File: src/rtl/if_id_skid_stage.sv
// Two-entry skid-buffered pipeline stage with valid/ready on both sides,
// synchronous bubble-inserting flush and saturating stall/flush counters.
module if_id_skid_stage #(
  parameter int                DATA_W     = 96,
  parameter logic [DATA_W-1:0] BUBBLE_VAL = {DATA_W{1'b0}},
  parameter int                CNT_W      = 32
) (
  input  logic              clk,
  input  logic              rst,
  input  logic              flush,
  input  logic              in_valid,
  output logic              in_ready,
  input  logic [DATA_W-1:0] in_data,
  output logic              out_valid,
  input  logic              out_ready,
  output logic [DATA_W-1:0] out_data,
  output logic [1:0]        occupancy,
  output logic [CNT_W-1:0]  stall_cnt,
  output logic [CNT_W-1:0]  flush_cnt
);

  typedef enum logic [1:0] {
    S_EMPTY = 2'd0,
    S_ONE   = 2'd1,
    S_FULL  = 2'd2
  } state_t;

  localparam logic [CNT_W-1:0] CNT_ONE = CNT_W'(1);
  localparam logic [CNT_W-1:0] CNT_MAX = {CNT_W{1'b1}};

  state_t            r_state;
  logic [DATA_W-1:0] r_main;
  logic [DATA_W-1:0] r_skid;
  logic [CNT_W-1:0]  r_stall_cnt;
  logic [CNT_W-1:0]  r_flush_cnt;

  logic w_in_fire;
  logic w_out_fire;

  // Handshake flags come straight from the state encoding, so no input reaches them.
  assign out_valid  = (r_state != S_EMPTY);
  assign in_ready   = (r_state != S_FULL);
  assign occupancy  = r_state;
  assign out_data   = r_main;
  assign stall_cnt  = r_stall_cnt;
  assign flush_cnt  = r_flush_cnt;

  assign w_in_fire  = in_valid & in_ready;
  assign w_out_fire = out_valid & out_ready;

  always_ff @(posedge clk or posedge rst) begin
    if (rst) begin
      r_state <= S_EMPTY;
      r_main  <= BUBBLE_VAL;
      r_skid  <= BUBBLE_VAL;
    end else if (flush) begin
      r_state <= S_EMPTY;
      r_main  <= BUBBLE_VAL;
      r_skid  <= BUBBLE_VAL;
    end else begin
      case (r_state)
        S_EMPTY: begin
          if (w_in_fire) begin
            r_main  <= in_data;
            r_state <= S_ONE;
          end
        end
        S_ONE: begin
          if (w_in_fire && w_out_fire) begin
            r_main <= in_data;
          end else if (w_in_fire) begin
            r_skid  <= in_data;
            r_state <= S_FULL;
          end else if (w_out_fire) begin
            r_main  <= BUBBLE_VAL;
            r_state <= S_EMPTY;
          end
        end
        S_FULL: begin
          if (w_out_fire) begin
            r_main  <= r_skid;
            r_skid  <= BUBBLE_VAL;
            r_state <= S_ONE;
          end
        end
        default: begin
          r_state <= S_EMPTY;
          r_main  <= BUBBLE_VAL;
          r_skid  <= BUBBLE_VAL;
        end
      endcase
    end
  end

  always_ff @(posedge clk or posedge rst) begin
    if (rst) begin
      r_stall_cnt <= '0;
      r_flush_cnt <= '0;
    end else begin
      if (out_valid && !out_ready && (r_stall_cnt != CNT_MAX))
        r_stall_cnt <= r_stall_cnt + CNT_ONE;
      if (flush && (r_flush_cnt != CNT_MAX))
        r_flush_cnt <= r_flush_cnt + CNT_ONE;
    end
  end

endmodule

File: config.mk
export PLATFORM = sky130hd
export DESIGN_NAME = if_id_skid_stage
export DESIGN_NICKNAME = d
export VERILOG_FILES = /design/src/rtl/if_id_skid_stage.sv
export SDC_FILE = /design/constraint.sdc
export NUM_CORES = 1
export LEC_CHECK = 0
export ABC_AREA = 1
export ABC_CLOCK_PERIOD_IN_PS = 10300
export BUFFER_PORTS_ARGS = -buffer_cell sky130_fd_sc_hd__buf_2
export CAP_MARGIN = 20
export CORE_AREA = 2 2 191 193
export CTS_CLUSTER_SIZE = 30
export DETAILED_ROUTE_END_ITERATION = 7
export DIE_AREA = 0 0 193 195
export SLEW_MARGIN = 20
export SYNTH_ARGS = -nofsm -noshare
export SYNTH_HDL_FRONTEND = slang
export SYNTH_SLANG_ARGS = --single-unit
File: constraint.sdc
create_clock -name clk -period 10.3 [get_ports clk]
set_clock_uncertainty 0.15 [all_clocks]
set_input_delay 2.06 -clock clk [delete_from_list [all_inputs] [get_ports clk]]
set_output_delay 2.06 -clock clk [all_outputs]
set_load 0.005 [all_outputs]
==> summary.txt, run 1 <==
GRT
  • Initial antenna violation count: 10
  • Vias in the first global route: 12300
  • Total gr overflow: 0
  • Global-route wire length before repair: 65.2 mm
  • Largest net degree at the start of global routing: 131
  • GRT Total Usage: 0.214

Hold path
  • WHS Endpoint: out_data[76]
  • Hold path start: out_data[76]
  • Worst min path class: flop to flop
  • Hold path depth: 2

Worst setup path
  • Crit Path Class: input port to flop
  • Worst Path Max Fanout: 98
  • RR Startpoint: occupancy[1]
  • Worst Path Required: 10570 ps
  • Critical path arrival: 4460 ps
  • Setup crit end kind: flop
  • Reg-to-reg slack, setup: 6530 ps
  • Startpoint Class: input port
  • Reg2reg end: out_data[56]
  • Reg2reg path depth: 5

Timing
  • Worst slack on hold paths: around 330 ps
  • Least-Margin Pin Slew: 1100 ps
  • Fmax: 239 MHz
  • Fin Setup TNS: 0 ps
  • Final worst path period share: 0.406
  • Pins Over Slew Limit: 0
  • RSZ-0062 raised after global routing: no
  • Minimum clock period: 4190 ps
  • Setup Viol. Count Final: 0
  • Max-slew headroom: 0.265
  • Final hold violations: 0

Floorplan
  • Initial Util: 0.378
  • IO Pins: about 270
  • Die Height: 195 um
  • Row Count: a little under 70
  • Die area: approximately 38000 um2
  • Die width: 193 um
  • Core area: 35400 um2

Synth
  • Mapped cell area: 13400 um2
  • Distinct cells, synth: 30
  • Synth Net Count: 1843
  • Register area share after synthesis: 0.483
  • Syn Area/Cell: 7.68 um2
  • Syn Inst Count: 1740
  • Synth warnings: 0
  • Top post-synthesis cells by area: dfrtp_1 (48%), nand2_1 (14%), o21ai_0 (6.9%)
  • Yosys top cell area share: 0.483
  • Synth Register Bits: between 200 and 300
  • Area leader, netlist: dfrtp_1

Placement
  • Gpl congestion: 0.880
  • Area after DPL: 14900 um2
  • Port Buffer Count: 264
  • Final HPWL DP: roughly 25 mm

Final layout
  • Design area: about 16000 um2
  • # nets final: 2046
  • Fillers: 3606
  • Final core utilization: 0.452
  • Share of cells above drive strength 1: 0.201
  • Area added between synthesis and finish: 19.8%

Power
  • Total Power: ~3.0 mW
  • Leak: 7.49 nW
  • Power Density: between 150 and 200 nW/um2
  • Peak VDD IR: 0.149 mV

Clocking
  • CTS clk-pin slew, worst paths: 50 ps
  • CTS H-tree depth: 1
  • CTS tree: done
  • CTS Hold Bufs: 0
  • Num CTS Buffers: 31
  • CTS root buf: clkbuf_16
  • Setup bufs post-CTS: 0
  • Post-CTS Resized: 0
  • CTS sink cnt: ~260
  • Clock latency on the worst-skew pair: ~580 ps
  • Clock Tree Buf Depth: 3

Detailed routing
  • Final antenna-violating net count: 0
  • Vias: 12600
  • Drt total wl: 40.2 mm
  • DR WL/cell: 16.5 um
  • Starting DRT DRC Count: 884
  • DR DRC count: 0
  • Via density: 5.16
  • Detailed Routing Iterations Pass 1: 5

Run status
  • Status: complete, no violations

Flow run
  • Max_cap viols: 0
-- worst max-delay path, stage by stage --
cell and delay [ps]:
buf_2 200, clkinv_2 100, buf_6 350, o21ai_0 180
or2_4 710, buf_4 620, o21ai_0 200
-- cells in the mapped netlist --
library cell and n:
buf_6 9, nand3b_1 2, nand2_2 3, nor2_4 3, nor2_1 162, buf_1 8, o21ai_0 185, nand3_2 2
inv_4 2, inv_1 154, nor2_2 2, o21ai_2 40, nand2_1 491, inv_2 3, nand2_4 1, a31oi_1 53
ha_1 2, nand4_1 99, o21ai_1 22, dfrtp_1 258, xor2_1 20, xnor2_1 7, nand3_1 77, a21oi_1 43
clkbuf_2 3, nand3_4 1, buf_2 21, or2_1 1, clkbuf_1 59, buf_4 7
-- sequential cells by signal, summed over array words and instances, names as in the netlist --
register	flops
r_skid	96
out_data	96
flush_cnt	32
occupancy	2
stall_cnt	32
-- where the power goes --
group          leakage [nW]  switching (mW)  internal (mW)  total [mW]
logic                  3.45           0.412          0.195       0.608
clock network         0.542           0.454          0.686        1.14
registers              3.50          0.0858           1.14        1.22
-- per-layer routing --
layer	share of wire	up-vias	global-route usage	routed length, um
li1	-	6125	-	-
met5	0.0014	-	0	57
met3	0.065	70	0.0480	2590
met4	0.025	10	0.0536	989
met1	0.46	5985	0.296	18400
met2	0.45	363	0.339	18200
-- placed cells by master, fill, tap and decap left out, drive strengths merged --
| cell type | synthesis | layout |
|---|---|---|
| nand2 | 495 | 495 |
| buf | 45 | 277 |
| dfrtp | 258 | 258 |
| o21ai | 247 | 247 |
| nor2 | 167 | 167 |
| inv | 159 | 159 |
| nand4 | 99 | 99 |
| nand3 | 80 | 80 |
| a31oi | 53 | 53 |
| a21oi | 43 | 43 |
| clkbuf | 62 | 38 |
| xor2 | 20 | 20 |
| clkinv | 0 | 16 |
| xnor2 | 7 | 7 |
| diode | 0 | 4 |
| bufinv | 0 | 4 |
| nand3b | 2 | 2 |
| ha | 2 | 2 |
| or2 | 1 | 1 |
-- worst max path at each step --
stage / start / to / cells after the start
CTS: in_valid / r_skid[46] / 9
global placement: in_valid / r_skid[23] / 9
detailed placement: in_valid / r_skid[46] / 9
finish: flush / out_data[56] / 7
global route: flush / out_data[56] / 7
floorplan: rst / flush_cnt[0] / 1
-- logic make-up after synthesis --
family	after synthesis	share of synthesized area
buf+inv	266	0.0843
flops	258	0.483
simple gates	844	0.269
xor+xnor	27	0.0177
compound gates	343	0.145
fa+ha+maj	2	0.00187
-- per-stage QoR --
step | cells | worst slack, ps
after floorplan | 1740 | 992
after global placement | 2368 | 5080
after detailed placement | 2368 | 4940
after CTS | 2426 | 5520
after global routing | 2430 | 5890
final | 2433 | 6110
-- area by class of cell --
type                            instances  area [um2]  area share
Tap cell                              461         577      0.0360
Clock buffer                           38         852      0.0532
Antenna cell                            4        10.0    0.000625
Timing Repair Buffer                  277        1480      0.0924
Multi-Input combinational cell       1216        5820       0.363
Clock inverter                         20         210      0.0131
Sequential cell                       258        6460       0.403
Inverter                              159         612      0.0382
Power figures use the tool's default switching activity.
==> inputs of run 2 (changes only) <==
--- a/config.mk
+++ b/config.mk
@@ -6,7 +6,7 @@
 export NUM_CORES = 1
 export LEC_CHECK = 0
 export ABC_AREA = 1
-export ABC_CLOCK_PERIOD_IN_PS = 10300
+export ABC_CLOCK_PERIOD_IN_PS = 4100
 export BUFFER_PORTS_ARGS = -buffer_cell sky130_fd_sc_hd__buf_2
 export CAP_MARGIN = 20
 export CORE_AREA = 2 2 191 193
==> constraint.sdc (replaced) <==
create_clock -name clk -period 4.1 [get_ports clk]
set_clock_uncertainty 0.15 [all_clocks]
set_input_delay 0.82 -clock clk [delete_from_list [all_inputs] [get_ports clk]]
set_output_delay 0.82 -clock clk [all_outputs]
set_load 0.005 [all_outputs]
==> run 2 against run 1 <==
Compared with the run above:
- setup slack got worse by 5000 ps
- largest power group unchanged
- critical endpoint is now in_ready
- final area increased by 0.40%
- hold slack worse by 48 ps
- flip-flop and latch count stayed put
==> summary.txt, run 2 (synthesis results as in run 1) <==
Detailed routing
  • DR DRC count: 0 (unchanged)
  • Drt total wl: 40.2 mm (about the same)
  • Starting DRT DRC Count: 861 (was 884)
  • DR WL/cell: 16.5 um (about the same)
  • Via density: 5.14 (was 5.16)
  • Detailed Routing Iterations Pass 1: 5 (unchanged)
  • Vias: 12500 (was 12600)
  • Final antenna-violating net count: 0 (unchanged)

Worst setup path
  • Setup crit end kind: output pin (was flop)
  • Crit Path Class: flop to output pin (was input port to flop)
  • Worst Path Max Fanout: 46 (was 98)
  • Critical path arrival: 1970 ps (was 4460 ps)
  • Worst Path Required: 3130 ps (was 10570 ps)
  • Startpoint Class: flop (was input port)

GRT
  • Global-route wire length before repair: 64.6 mm (was 65.2 mm)
  • Vias in the first global route: 12100 (was 12300)
  • Total gr overflow: 0 (unchanged)
  • Initial antenna violation count: 6 (was 10)
  • GRT Total Usage: 0.211 (was 0.214)
  • Largest net degree at the start of global routing: 133 (was 131)

Clocking
  • CTS clk-pin slew, worst paths: 60 ps (was 50 ps)
  • Clock latency on the worst-skew pair: 560 ps (was 580 ps)
  • CTS root buf: clkbuf_16 (unchanged)
  • CTS H-tree depth: 1 (unchanged)
  • CTS Hold Bufs: 0 (unchanged)
  • Num CTS Buffers: 30 (was 31)
  • Clock Tree Buf Depth: 3 (unchanged)
  • Setup bufs post-CTS: 0 (unchanged)
  • CTS tree: done (unchanged)
  • CTS sink cnt: 258 (unchanged)
  • Post-CTS Resized: 0 (unchanged)

Final layout
  • Area added between synthesis and finish: 20.3% (was 19.8%)
  • Design area: 16100 um2 (was 16000 um2)
  • Share of cells above drive strength 1: 0.200 (was 0.201)
  • Fillers: 3577 (was 3606)
  • # nets final: 2051 (was 2046)
  • Most frequent cells in the layout: nand2_1 (489), buf_2 (264), dfrtp_1 (258), o21ai_0 (185), nor2_1 (160) (unchanged)
  • Commonest non-fill, non-tap cell in the layout: nand2_1 (unchanged)

Flow run
  • Max_cap viols: 0 (unchanged)

Timing
  • Least-Margin Pin Slew: 864 ps (was 1100 ps)
  • RSZ-0062 raised after global routing: no (unchanged)
  • Minimum clock period: 2940 ps
  • Setup Viol. Count Final: 0 (unchanged)
  • Fmax: 340 MHz
  • Final hold violations: 0 (unchanged)
  • Final worst path period share: 0.717
  • Worst slack on hold paths: 278 ps (was 325 ps)
  • Pins Over Slew Limit: 0 (unchanged)
  • Max-slew headroom: 0.423 (was 0.265)

Power
  • Peak VDD IR: 0.368 mV (was 0.149 mV)
  • Combinational fraction of design power: 0.206 (was 0.204)
  • Power Density: 467 nW/um2 (was 186 nW/um2)
  • Leak: 7.51 nW (was 7.49 nW)
  • Clock power share: 0.385 (was 0.384)
  • Net Sw Frac: 0.315 (was 0.320)
  • Reg power frac: 0.409 (was 0.412)
  • Switch Pwr: 2.36 mW (was 0.952 mW)
  • Int Power: 5.15 mW (was 2.02 mW)

Placement
  • Gpl congestion: 0.905 (was 0.880)
  • Area after DPL: 15000 um2 (was 14900 um2)
  • Final HPWL DP: 25.4 mm (about the same)
  • Port Buffer Count: 264 (unchanged)

Floorplan
  • IO Pins: 265 (unchanged)
  • Row Count: 69 (unchanged)
  • Die width: 193 um (unchanged)
  • Die area: 37600 um2 (unchanged)
  • Die Height: 195 um (unchanged)
  • Core area: 35400 um2 (unchanged)
  • Initial Util: 0.378 (unchanged)

Run status
  • Status: complete, no violations (unchanged)

Hold path
  • Worst min path class: input port to async pin (was flop to flop)
[run 2: power by group through the flow]
stage | clock network, mW | logic (mW) | registers, mW
3_3_place_gp | 0 | 1.53 | 3.11
2_1_floorplan | 0 | 0.967 | 3.08
4_1_cts | 2.95 | 1.55 | 3.07
5_1_grt | 3.07 | 1.74 | 3.11
3_5_place_dp | 0 | 1.55 | 3.11
6_report | 2.89 | 1.54 | 3.07
[run 2: per-layer routing]
| layer | GRT usage | share of wire | vias to the layer above |
|---|---|---|---|
| met2 | 0.336 | 0.45 | 365 |
| met1 | 0.289 | 0.45 | 5967 |
| met5 | 0 | 0.00082 | - |
| met4 | 0.0553 | 0.022 | 6 |
| met3 | 0.0491 | 0.073 | 58 |
| li1 | - | - | 6125 |
[run 2: final cells by class]
class                   instances  area, um2  area share
multi-input cells            1216       5820       0.362
inverters                     159        607      0.0377
well taps                     461        577      0.0359
clock buffers                  47        926      0.0576
diodes                          3       7.51    0.000467
flip-flops and latches        258       6460       0.402
repair buffers                283       1550      0.0962
clock inverters                 8        140     0.00872
[run 2: metrics by stage]
stage | instances | setup WS [ps] | TNS, ps | utilization | power, mW
finish | 2435 | 1160 | 0 | 0.454 | 7.51
global route | 2433 | 1030 | 0 | 0.454 | 7.92
CTS | 2431 | 1120 | 0 | 0.453 | 7.58
detailed placement | 2376 | 1180 | 0 | 0.423 | 4.66
global placement | 2376 | 1220 | 0 | 0.423 | 4.63
floorplan | 1740 | -270 | -69560 | - | 4.05
[run 2: critical path, cell delays in order (launching register included)]
cell,delay [ps]
dfrtp_1,580
inv_4,120
nand2_4,450
buf_2,250
[run 2: final timing paths]
| kind | slack [ps] | from | cells past startpoint | endpoint |
|---|---|---|---|---|
| setup / recovery | 1160 | occupancy[0] | 3 | in_ready |
| hold / removal | 280 | rst | 2 | r_skid[90] |
| setup reg to reg | 1640 | occupancy[0] | 6 | out_data[28] |
| hold reg to reg | 330 | out_data[40] | 2 | out_data[40] |
| max in group asynchronous | 2610 | rst | 3 | r_skid[44] |
| min in group clk | 330 | out_data[40] | 2 | out_data[40] |
==> inputs of run 3 (changes only) <==
--- a/config.mk
+++ b/config.mk
@@ -6,7 +6,7 @@
 export NUM_CORES = 1
 export LEC_CHECK = 0
 export ABC_AREA = 1
-export ABC_CLOCK_PERIOD_IN_PS = 4100
+export ABC_CLOCK_PERIOD_IN_PS = 2600
 export BUFFER_PORTS_ARGS = -buffer_cell sky130_fd_sc_hd__buf_2
 export CAP_MARGIN = 20
 export CORE_AREA = 2 2 191 193
==> constraint.sdc (replaced) <==
create_clock -name clk -period 2.6 [get_ports clk]
set_clock_uncertainty 0.15 [all_clocks]
set_input_delay 0.52 -clock clk [delete_from_list [all_inputs] [get_ports clk]]
set_output_delay 0.52 -clock clk [all_outputs]
set_load 0.005 [all_outputs]
==> run 3 against run 2 <==
Compared with the run above:
- critical endpoint is now out_valid
- first-iteration DRC count decreased by 9.9%
- total power increased by 57%
- largest power group unchanged
- clock power increased by 54%
- combinational power increased by 62%
- sequential share of layout area decreased by 0.39 points
- setup slack got worse by 1100 ps
- final cell count increased by 0.70%
==> summary.txt, run 3 (synthesis results as in run 1) <==
Timing
  • Final worst path period share: 0.964
  • Final hold violations: 0 (unchanged)
  • Max-slew headroom: 0.405 (was 0.423)
  • RSZ-0062 raised after global routing: no (unchanged)
  • Pins Over Slew Limit: 0 (unchanged)
  • Least-Margin Pin Slew: 892 ps (was 864 ps)
  • Setup Viol. Count Final: 0 (unchanged)
  • Minimum clock period: 2510 ps
  • Fmax: 399 MHz

GRT
  • Total gr overflow: 0 (unchanged)
  • Initial antenna violation count: 6 (unchanged)
  • Vias in the first global route: 12200 (was 12100)
  • Global-route wire length before repair: 65.4 mm (was 64.6 mm)
  • Largest net degree at the start of global routing: 127 (was 133)
  • GRT Total Usage: 0.215 (was 0.211)

Floorplan
  • Die Height: 195 um (unchanged)
  • Initial Util: 0.378 (unchanged)
  • Core area: 35400 um2 (unchanged)
  • Row Count: 69 (unchanged)
  • Die width: 193 um (unchanged)
  • IO Pins: 265 (unchanged)
  • Die area: 37600 um2 (unchanged)

Worst setup path
  • Worst Path Required: 1930 ps (was 3130 ps)
  • CP endpoint: out_valid (was in_ready)
  • Reg2reg path depth: 10 (was 6)
  • RR Startpoint: stall_cnt[0] (was occupancy[0])
  • Critical path launch point: occupancy[1] (was occupancy[0])
  • Worst Path Max Fanout: 24 (was 46)
  • Slowest CP cell: dfrtp_1 (unchanged)
  • Startpoint Class: flop (unchanged)
  • Reg2reg end: stall_cnt[26] (was out_data[28])
  • Crit Path Class: flop to output pin (unchanged)
  • Critical path arrival: 1840 ps (was 1970 ps)
  • Max incr delay on CP: 530 ps (was 580 ps)
  • Setup crit end kind: output pin (unchanged)
  • Crit path depth: 4 (was 3)
  • Buf+Inv Stages, Crit Path: 3 (was 2)
  • Worst-path cell chain: nor2_4, buf_4, inv_1, buf_2 (was inv_4, nand2_4, buf_2)
  • Reg-to-reg slack, setup: 360 ps (was 1640 ps)
  • Crit-path leading delay family: buffers and inverters (was flip-flops)

Detailed routing
  • Detailed Routing Iterations Pass 1: 5 (unchanged)
  • DR WL/cell: 16.4 um (was 16.5 um)
  • Via density: 5.14 (about the same)
  • Starting DRT DRC Count: 776 (was 861)
  • Final antenna-violating net count: 0 (unchanged)
  • DR DRC count: 0 (unchanged)
  • Vias: 12600 (was 12500)
  • Drt total wl: 40.3 mm (was 40.2 mm)

Clocking
  • Post-CTS Resized: 0 (unchanged)
  • Num CTS Buffers: 30 (unchanged)
  • Clock Tree Buf Depth: 3 (unchanged)
  • CTS H-tree depth: 1 (unchanged)
  • CTS Hold Bufs: 1 (was 0)
  • CTS sink cnt: 258 (unchanged)
  • CTS clk-pin slew, worst paths: 60 ps (about the same)
  • CTS tree: done (unchanged)
  • CTS root buf: clkbuf_16 (unchanged)
  • Setup bufs post-CTS: 0 (unchanged)
  • Clock latency on the worst-skew pair: 590 ps (was 560 ps)

Final layout
  • Commonest non-fill, non-tap cell in the layout: nand2_1 (unchanged)
  • Most frequent cells in the layout: nand2_1 (489), buf_2 (264), dfrtp_1 (258), o21ai_0 (185), nor2_1 (160) (unchanged)
  • Share of cells above drive strength 1: 0.205 (was 0.200)
  • Area added between synthesis and finish: 21.4% (was 20.3%)
  • Final Non-Filler Cells: 2452 (was 2435)
  • Fillers: 3592 (was 3577)
  • # nets final: 2063 (was 2051)

Placement
  • Port Buffer Count: 264 (unchanged)
  • Gpl congestion: 0.897 (was 0.905)
  • Final HPWL DP: 26.1 mm (was 25.4 mm)
  • Placed instance count: 2388 (was 2376)

Run status
  • Status: complete, no violations (unchanged)

Power
  • Peak VDD IR: 0.572 mV (was 0.368 mV)
  • Power Density: 726 nW/um2 (was 467 nW/um2)
  • Total Power: 11.8 mW (was 7.51 mW)
  • Leak: 7.59 nW (was 7.51 nW)

Hold path
  • Worst min path class: input port to flop (was input port to async pin)

Flow run
  • Max_cap viols: 0 (unchanged)
[run 3: worst min-delay path, cell delays in order]
cell and delay, ps:
buf_2 90, nand4_1 80, o21ai_0 70
[run 3: area by class of cell]
class | instances | area [um2] | share of cell area
Sequential cell | 258 | 6460 | 0.398
Antenna cell | 7 | 17.5 | 0.00108
Clock buffer | 47 | 915 | 0.0563
Tap cell | 461 | 577 | 0.0355
Timing Repair Buffer | 295 | 1720 | 0.106
Multi-Input combinational cell | 1216 | 5810 | 0.358
Clock inverter | 9 | 131 | 0.00809
Inverter | 159 | 607 | 0.0374
[run 3: how the worst min path moves through the flow]
stage / to / slack, ps / depth (start not counted) / from
3_3_place_gp: out_data[84] / 310 / 2 / out_data[84]
6_report: r_skid[44] / 60 / 3 / in_data[44]
5_1_grt: r_skid[11] / 60 / 3 / in_data[11]
2_1_floorplan: out_data[10] / 330 / 2 / out_data[10]
4_1_cts: r_skid[18] / 40 / 3 / in_data[18]
3_5_place_dp: out_data[37] / 310 / 2 / out_data[37]
[run 3: power breakdown]
part / switching [mW] / internal [mW]
logic: 1.65 / 0.845
registers: 0.330 / 4.51
clock network: 1.76 / 2.70
total: 3.74 / 8.05
[run 3: per-layer routing]
| layer | vias up | track usage | wire length, um |
|---|---|---|---|
| li1 | 6172 | - | - |
| met1 | 6014 | 0.303 | 18500 |
| met2 | 371 | 0.341 | 18300 |
| met3 | 48 | 0.0435 | 2720 |
| met4 | 2 | 0.0513 | 852 |
| met5 | - | 0 | 12 |
[run 3: metrics by stage]
| stage | instance area, um2 | hold WS (ps) | setup TNS, ps | util | worst slack, ps |
|---|---|---|---|---|---|
| floorplan | 13400 | 326 | -379160 | - | -1470 |
| global placement | 15200 | 314 | 0 | 0.428 | 415 |
| detailed placement | 15200 | 312 | 0 | 0.428 | 346 |
| CTS | 16200 | 39.4 | 0 | 0.458 | 63.2 |
| global route | 16200 | 63.0 | 0 | 0.458 | 18.1 |
| finish | 16200 | 58.0 | 0 | 0.459 | 93.9 |
